==> src/rtl/mem_arb_pkg.sv <==
// Shared types and defaults for the unified memory port arbiter.
// Optional round-robin arbitration is enabled with MEM_ARB_RR_EN.
package mem_arb_pkg;
  localparam int ADDR_W_DEF = 32;
  localparam int DATA_W_DEF = 32;

  typedef enum logic [1:0] {ST_IDLE, ST_ACCESS, ST_RESP} state_e;
  typedef enum logic {OWN_FETCH, OWN_DATA} owner_e;
endpackage

==> src/rtl/mem_arb_pick.sv <==
// Combinational winner selection between fetch and data requests.
// MEM_ARB_RR_EN selects round-robin on last owner; otherwise data wins ties.
module mem_arb_pick
  import mem_arb_pkg::*;
(
  input  logic   i_if_req,
  input  logic   i_d_req,
`ifdef MEM_ARB_RR_EN
  input  owner_e i_last,
`endif
  output logic   o_valid,
  output owner_e o_win
);
  always_comb begin
    o_valid = i_if_req | i_d_req;
    o_win   = OWN_DATA;
`ifdef MEM_ARB_RR_EN
    // On a tie, serve whoever was not served last.
    if (i_if_req && (!i_d_req || i_last == OWN_DATA)) o_win = OWN_FETCH;
`else
    if (i_if_req && !i_d_req) o_win = OWN_FETCH;
`endif
  end
endmodule

==> src/rtl/mem_port_arbiter.sv <==
// Shares one memory port between instruction fetch and load/store.
// IDLE/RESP arbitrate, ACCESS drives the memory for one cycle. MEM_ARB_RR_EN enables round-robin.
module mem_port_arbiter
  import mem_arb_pkg::*;
#(
  parameter int ADDR_W = ADDR_W_DEF,
  parameter int DATA_W = DATA_W_DEF
) (
  input  logic              clk,
  input  logic              reset,
  input  logic              if_req,
  input  logic [ADDR_W-1:0] if_addr,
  output logic              if_gnt,
  output logic              if_rvalid,
  output logic [DATA_W-1:0] if_rdata,
  input  logic              d_req,
  input  logic              d_we,
  input  logic [ADDR_W-1:0] d_addr,
  input  logic [DATA_W-1:0] d_wdata,
  output logic              d_gnt,
  output logic              d_rvalid,
  output logic [DATA_W-1:0] d_rdata,
  output logic [ADDR_W-1:0] mem_addr,
  output logic [DATA_W-1:0] mem_wdata,
  output logic              mem_read,
  output logic              mem_write,
  input  logic [DATA_W-1:0] mem_rdata,
  output logic              busy
);
  state_e            r_state, w_next;
  owner_e            r_owner;
  logic              r_we;
  logic [ADDR_W-1:0] r_mem_addr;
  logic [DATA_W-1:0] r_mem_wdata, r_if_rdata, r_d_rdata;
  logic              w_valid, w_launch, w_acc, w_resp;
  owner_e            w_win;
  logic              w_unused_lo;

  assign w_unused_lo = ^{if_addr[1:0], d_addr[1:0]};

`ifdef MEM_ARB_RR_EN
  owner_e r_last;

  always_ff @(posedge clk or negedge reset) begin
    if (!reset)        r_last <= OWN_FETCH;
    else if (w_launch) r_last <= w_win;
  end

  mem_arb_pick u_pick (
    .i_if_req (if_req),
    .i_d_req  (d_req),
    .i_last   (r_last),
    .o_valid  (w_valid),
    .o_win    (w_win)
  );
`else
  mem_arb_pick u_pick (
    .i_if_req (if_req),
    .i_d_req  (d_req),
    .o_valid  (w_valid),
    .o_win    (w_win)
  );
`endif

  always_ff @(posedge clk or negedge reset) begin
    if (!reset) r_state <= ST_IDLE;
    else        r_state <= w_next;
  end

  always_comb begin
    w_next = r_state;
    case (r_state)
      ST_IDLE, ST_RESP: w_next = w_valid ? ST_ACCESS : ST_IDLE;
      ST_ACCESS:        w_next = ST_RESP;
      default:          w_next = ST_IDLE;
    endcase
  end

  assign w_acc    = (r_state == ST_ACCESS);
  assign w_resp   = (r_state == ST_RESP);
  assign w_launch = w_valid && (r_state != ST_ACCESS);

  always_ff @(posedge clk or negedge reset) begin
    if (!reset) begin
      r_owner     <= OWN_DATA;
      r_we        <= 1'b0;
      r_mem_addr  <= '0;
      r_mem_wdata <= '0;
      r_if_rdata  <= '0;
      r_d_rdata   <= '0;
    end else begin
      if (w_launch) begin
        r_owner <= w_win;
        if (w_win == OWN_DATA) begin
          r_we        <= d_we;
          r_mem_addr  <= {d_addr[ADDR_W-1:2], 2'b00};
          r_mem_wdata <= d_wdata;
        end else begin
          r_we       <= 1'b0;
          r_mem_addr <= {if_addr[ADDR_W-1:2], 2'b00};
        end
      end
      // Memory read data is combinational; capture it at the end of ACCESS.
      if (w_acc && !r_we) begin
        if (r_owner == OWN_FETCH) r_if_rdata <= mem_rdata;
        else                      r_d_rdata  <= mem_rdata;
      end
    end
  end

  assign mem_addr  = r_mem_addr;
  assign mem_wdata = r_mem_wdata;
  assign mem_read  = w_acc & ~r_we;
  assign mem_write = w_acc &  r_we;
  assign if_gnt    = w_acc & (r_owner == OWN_FETCH);
  assign d_gnt     = w_acc & (r_owner == OWN_DATA);
  assign if_rvalid = w_resp & ~r_we & (r_owner == OWN_FETCH);
  assign d_rvalid  = w_resp & ~r_we & (r_owner == OWN_DATA);
  assign if_rdata  = r_if_rdata;
  assign d_rdata   = r_d_rdata;
  assign busy      = w_acc | w_resp;
endmodule

==> config.mk <==
export PLATFORM = sky130hd
export DESIGN_NAME = mem_port_arbiter
export DESIGN_NICKNAME = d
export VERILOG_FILES = /design/src/rtl/mem_arb_pkg.sv /design/src/rtl/mem_arb_pick.sv /design/src/rtl/mem_port_arbiter.sv
export SDC_FILE = /design/constraint.sdc
export NUM_CORES = 1
export LEC_CHECK = 0
export CAP_MARGIN = 10
export CORE_UTILIZATION = 34
export CTS_BUF_LIST = sky130_fd_sc_hd__clkbuf_8
export DETAILED_ROUTE_END_ITERATION = 8
export DONT_BUFFER_PORTS = 1
export SYNTH_ARGS = -nofsm -noshare
export SYNTH_HDL_FRONTEND = slang
export SYNTH_SLANG_ARGS = --single-unit
==> constraint.sdc <==
create_clock -name clk -period 2 [get_ports clk]
set_input_delay 0.4 -clock clk [delete_from_list [all_inputs] [get_ports clk]]
set_output_delay 0.4 -clock clk [all_outputs]
set_load 0.005 [all_outputs]
==> results.cfg, run 1 <==
[synthesis]
synthCells = 453
synth_seq_cells = 130
yosysUniqueCellTypes = 28
avgSynthCellArea_um2 = 12.28
ys_seq_area_frac = 0.5850
syn_area_um2 = 5563
ys_warn_count = 0

[drt]
wl_met1_mm = 5.170
wl_met3_mm = 1.502
vias_per_cell = 5.074
dr.max_layer_used = met4
drt_pre_antenna_iters = 4
wl_per_cell_um = 19.06
vias = 3450
dr.first_iter.drc_count = 95
ant_nets = 0
wl_mm = 12.96
dr_wl_met2_mm = 6.031
drc = 0

[run_status]
status = finished with violations
violations = negative hold slack

[sta]
finClkSkew_ps = 11.18
timing.hold.ws_ps = -341.4
slew_headroom = 0.5882
finalHoldViolCount = 130
worstMarginPinSlew_ps = 617.8
fin_crit_sh = 0.9415
period_needed_ps = 1883
rsz0062_at_grt = false
setup_viol_count_final = 0
fmax_mhz = 531.1
report.final.slew_viol_count = 0
tns_ps = 0

[clock_tree]
root_buffer = clkbuf_8
clock_sinks = 130
tritoncts = built
cts_buffers = 17
htreeDepth = 4
clk_latency_ps = 430
clk_pin_slew_ps = 80
clk_path_buf_depth = 2

[final_layout]
syn2layout_area_growth_pct = 10.84
fin_area_um2 = 6166
mostFrequentLayoutCell = dfrtp_1
drive_gt1_frac = 0.2565
fin_nets = 588
fill_cells = 1530
antenna_cells = 0
final_cell_mix = 129 x dfrtp_1, 100 x nand2_1, 60 x mux2_4

[global_routing]
track_usage = 0.1526
antenna_found_initial = 0
grt_pass1_wl_mm = 18.97
grt_start_max_net_pins = 131
grt-ovfl-total = 0
grt_pass1_vias = 3514

[power]
ir_worst_vdd_mv = 0.5392
cellPowerDensity_nw_per_um2 = 1720
power.total_mw = 10.61
p_leak_nw = 2.824

[floorplanning]
ios = 268
die_h_um = 129.9
die_area_um2 = 16880
initial_core_util = 0.3489
die_w_um = 129.9
fp-row-count = 46
coreArea_um2 = 15940

[critical_path]
cp_max_fo = 19
cp.arrival_ps = 2200
timing.rr.start = r_state[1]
start_kind = register
cpPeakStageDelay_ps = 400
cp_top_family = simple AND/OR/NAND/NOR gates
crit_type = register to register
rr_worst_depth = 6
endpoint_kind = register
cp.buffers_inverters = 2
worst_ep_required_time_ps = 2310
crit_path_top_delay_cell = dfrtp_1
rr_endpoint = if_rdata[24]
r2r_slack_ps = 120
crit_chain = inv_1, ha_1, nor2b_2, nor2b_4, buf_12, mux2_4

[placement]
gp_congestion = 0.7254
dp_hpwl_mm = 8.927
placed_area_um2 = 5736
io_buffers = 0

[worst_hold_path]
hold_class = input port to asynchronous set/reset pin

[run]
drv_cap = 0
where the power goes:
group | total [mW] | internal (mW) | switching, mW | leakage [nW]
registers | 5.18 | 3.96 | 1.23 | 1.53
clock network | 2.29 | 1.19 | 1.10 | 0.201
logic | 3.13 | 1.80 | 1.33 | 1.09
total | 10.6 | 6.96 | 3.65 | 2.82
cell usage after synthesis, drive strengths merged:
| cell type | number | area (µm²) |
|---|---|---|
| nand2 | 100 | 375.4 |
| mux2 | 64 | 945.9 |
| or2 | 1 | 6.260 |
| a21oi | 2 | 10.01 |
| and2 | 2 | 15.02 |
| inv | 3 | 11.26 |
| buf | 24 | 203.9 |
| clkbuf | 10 | 37.54 |
| conb | 1 | 3.750 |
| o32ai | 20 | 175.2 |
| dfrtp | 129 | 3228 |
| nor2b | 3 | 21.27 |
| dfstp | 1 | 26.28 |
| nand2b | 4 | 27.53 |
| nor3 | 20 | 100.1 |
| nor2 | 34 | 127.6 |
| o21ai | 1 | 5.000 |
| ha | 4 | 50.05 |
| nor3b | 1 | 7.510 |
| and3b | 1 | 10.01 |
| o22ai | 28 | 175.2 |
flip-flops by register name, indices dropped and copies added (netlist names):
register	count
d_rdata	32
r_owner	1
r_we	1
r_state	2
mem_addr	30
if_rdata	32
mem_wdata	32
area by class of cell:
class	instances	area, µm²	area share
clock buffer	19	261.5	0.04241
clock inverter	13	151.4	0.02455
inverter	3	11.26	0.001826
multi-input combinational	287	2090	0.3389
sequential	130	3254	0.5278
tap	216	270.3	0.04383
timing repair buffer	12	127.6	0.02070
what timing repair did:
action                                 in CTS  in global routing
endpoints found under the hold margin     130                130
setup buffers                               0                  0
resized for setup                           2                  1
setup endpoints to repair                   2                  1
cells by family after synthesis:
| kind of cell | count (synthesis) | synth area share |
|---|---|---|
| DFF | 130 | 0.5850 |
| and+or+nand+nor | 166 | 0.1242 |
| adders and majority gates | 4 | 0.008997 |
| muxes | 64 | 0.1700 |
| other | 1 | 0.0006741 |
| buffers and inverters | 37 | 0.04543 |
| AOI/OAI and AO/OA | 51 | 0.06568 |
through the flow:
stage | std cells | util | worst slack, ps
2_1_floorplan | 454 | - | 372.1
3_3_place_gp | 648 | 0.3598 | 219.6
3_5_place_dp | 648 | 0.3598 | 170.4
4_1_cts | 680 | 0.3861 | 58.03
5_1_grt | 680 | 0.3868 | 2.828
6_report | 680 | 0.3868 | 117.0
how the worst max path moves through the flow:
stage,slack (ps),start,to,cells past startpoint
finish,120,r_state[1],if_rdata[24],6
global route,3,r_state[0],if_rvalid,3
CTS,60,r_state[1],mem_read,5
detailed placement,170,r_state[1],if_rdata[24],6
global placement,220,r_state[1],if_rdata[16],6
floorplan,370,r_state[1],if_rdata[10],7
layer usage:
layer	track usage	vias up
met1	0.1720	1697
met4	0.08071	0
li1	-	1546
met2	0.2422	190
met5	0	-
met3	0.06970	17
No activity file was read; power rests on OpenSTA's default activity.
==> inputs of run 2 (changes only) <==
--- a/config.mk
+++ b/config.mk
@@ -5,11 +5,13 @@
 export SDC_FILE = /design/constraint.sdc
 export NUM_CORES = 1
 export LEC_CHECK = 0
+export ABC_AREA = 1
 export CAP_MARGIN = 10
 export CORE_UTILIZATION = 34
 export CTS_BUF_LIST = sky130_fd_sc_hd__clkbuf_8
 export DETAILED_ROUTE_END_ITERATION = 8
 export DONT_BUFFER_PORTS = 1
+export HOLD_SLACK_MARGIN = 0.15
 export SYNTH_ARGS = -nofsm -noshare
 export SYNTH_HDL_FRONTEND = slang
 export SYNTH_SLANG_ARGS = --single-unit
==> results.cfg, run 2 <==
[run_status]
status = finished with violations
violations = negative hold slack

[drt]
ant_nets = 0
vias = 4514
wl_per_cell_um = 15.33
drc = 0
dr.first_iter.drc_count = 142
vias_per_cell = 4.649
drt_pre_antenna_iters = 4
wl_mm = 14.89

[sta]
fmax_mhz = 537.9
setup_viol_count_final = 0
report.final.slew_viol_count = 0
period_needed_ps = 1859
timing.hold.ws_ps = -349.6
timing.final.ws_setup_ps = 140.8
finalHoldViolCount = 130
worstMarginPinSlew_ps = 787.9
rsz0062_at_grt = false
tns_ps = 0
finClkSkew_ps = 12.62
slew_headroom = 0.4747
fin_crit_sh = 0.9296

[synthesis]
avgSynthCellArea_um2 = 8.548
yosys.area.top_type = dfrtp_1
ys_warn_count = 0
yosysTopAreaCellShare = 0.5628
synth_commonest_cells = 222 x nand2_1, 129 x dfrtp_1, 100 x inv_1
yosysMostFrequentCell = nand2_1
synth_ff_type = dfrtp_1
synth_seq_cells = 130
ys_seq_area_frac = 0.5674
syn_area_um2 = 5736
synthCells = 671
yosysUniqueCellTypes = 20
ys_top_cells_by_area = dfrtp_1 56%, nand2_1 15%, nand3_1 8.0%
ys_async_sr_fraction = 1.000
synth_edf_count = 0

[final_layout]
mostFrequentLayoutCell = nand2_1
fin_nets = 875
syn2layout_area_growth_pct = 23.12
antenna_cells = 0
fill_cells = 1613
final_cell_mix = 222 x nand2_1, 129 x dfrtp_1, 100 x inv_1
drive_gt1_frac = 0.07324

[placement]
dp_hpwl_mm = 9.476
gp_congestion = 0.7782
io_buffers = 0
dpl_worst_slack_ps = 320.9

[global_routing]
track_usage = 0.1785
grt_start_max_net_pins = 131
antenna_found_initial = 0
grt_pass1_vias = 4640
grt-ovfl-total = 0
grt_pass1_wl_mm = 24.26

[power]
switchingPower_mw = 3.825
switching_share = 0.3742
seq_power_share = 0.500
p_clk_frac = 0.255
p_int_mw = 6.397
p_leak_nw = 3.750
cellPowerDensity_nw_per_um2 = 1447
power.share.combinational = 0.244
ir_worst_vdd_mv = 0.4426

[critical_path]
crit_path_top_delay_cell = dfrtp_1
endpoint_kind = output pin
crit_chain = inv_1, ha_1, inv_1, nor3_2
cp_max_fo = 3
worst_ep_required_time_ps = 1600
crit_path_frequent_cell = inv_1
start_kind = register
crit_type = register to output pin
cpPeakStageDelay_ps = 410
cp.arrival_ps = 1460

[clock_tree]
clk_path_buf_depth = 2
htreeDepth = 4
postCtsHoldBufs = 80
clk_pin_slew_ps = 80
clock_sinks = 130
root_buffer = clkbuf_8
cts_buffers = 17
clk_latency_ps = 440
cts_setup_buffers = 0
tritoncts = built

[floorplanning]
fp-row-count = 47
die_h_um = 131.9
initial_core_util = 0.3471
ios = 268
die_w_um = 131.9
coreArea_um2 = 16520
die_area_um2 = 17390

[worst_hold_path]
hold_class = input port to asynchronous set/reset pin

[run]
drv_cap = 0
-- run 2: metrics by stage --
stage | instances | util | area [µm²] | total power, mW
after global placement | 859 | 0.3500 | 5783 | 7.428
final | 971 | 0.4273 | 7062 | 10.22
after floorplan | 672 | - | 5739 | 6.865
after detailed placement | 859 | 0.3500 | 5783 | 7.513
after CTS | 971 | 0.4267 | 7052 | 10.33
after global routing | 971 | 0.4273 | 7062 | 11.00
-- run 2: area by class of cell --
| cell class | instances | area (µm²) | area share |
|---|---|---|---|
| sequential | 130 | 3254 | 0.4608 |
| multi-input combinational | 400 | 1824 | 0.2583 |
| timing repair buffer | 86 | 860.8 | 0.1219 |
| clock inverter | 15 | 226.5 | 0.03207 |
| tap | 220 | 275.3 | 0.03898 |
| inverter | 103 | 386.6 | 0.05475 |
| clock buffer | 17 | 234.0 | 0.03313 |
-- run 2: power groups by stage --
| stage | Clock (mW) | Sequential (mW) | Combinational (mW) |
|---|---|---|---|
| 2_1_floorplan | 0 | 4.77 | 2.10 |
| 3_3_place_gp | 0 | 5.14 | 2.29 |
| 3_5_place_dp | 0 | 5.13 | 2.39 |
| 4_1_cts | 2.70 | 5.11 | 2.52 |
| 5_1_grt | 2.79 | 5.26 | 2.94 |
| 6_report | 2.61 | 5.11 | 2.50 |
-- run 2: kinds of logic after synthesis --
| group | after synthesis | share of synthesized area |
|---|---|---|
| AOI/OAI and AO/OA | 66 | 0.05759 |
| adders and majority gates | 4 | 0.008726 |
| buffers and inverters | 142 | 0.1178 |
| DFF | 130 | 0.5674 |
| other | 1 | 0.0006538 |
| and+or+nand+nor | 328 | 0.2478 |
-- run 2: final timing paths --
path	from	endpoint	slack [ps]	cells past startpoint
setup / recovery	r_state[0]	d_rvalid	140	4
hold / removal	reset	if_rdata[13]	-350	0
setup reg to reg	r_state[0]	mem_addr[3]	140	6
hold reg to reg	mem_wdata[31]	mem_wdata[31]	510	2
max in group asynchronous	reset	r_owner	2110	0
min in group clk	d_we	r_we	180	2
-- run 2: what timing repair did --
action                                  in CTS  in global routing
endpoints found under the setup margin       2                  3
gates resized for setup                      2                  3
endpoints found under the hold margin      246                130
-- run 2: worst max-delay path: cells and delay by family (launching register included) --
family                   cells  cell delay [ps]
adder cells (fa/ha/maj)      1              170
AND/OR/NAND/NOR              1              270
buffers and inverters        2              180
flip-flops                   1              410
-- run 2: metal layers --
layer,global-route usage,part of all wire
met5,0,0.0021
met4,0.06072,0.015
met3,0.07190,0.089
met2,0.2975,0.48
met1,0.2082,0.42
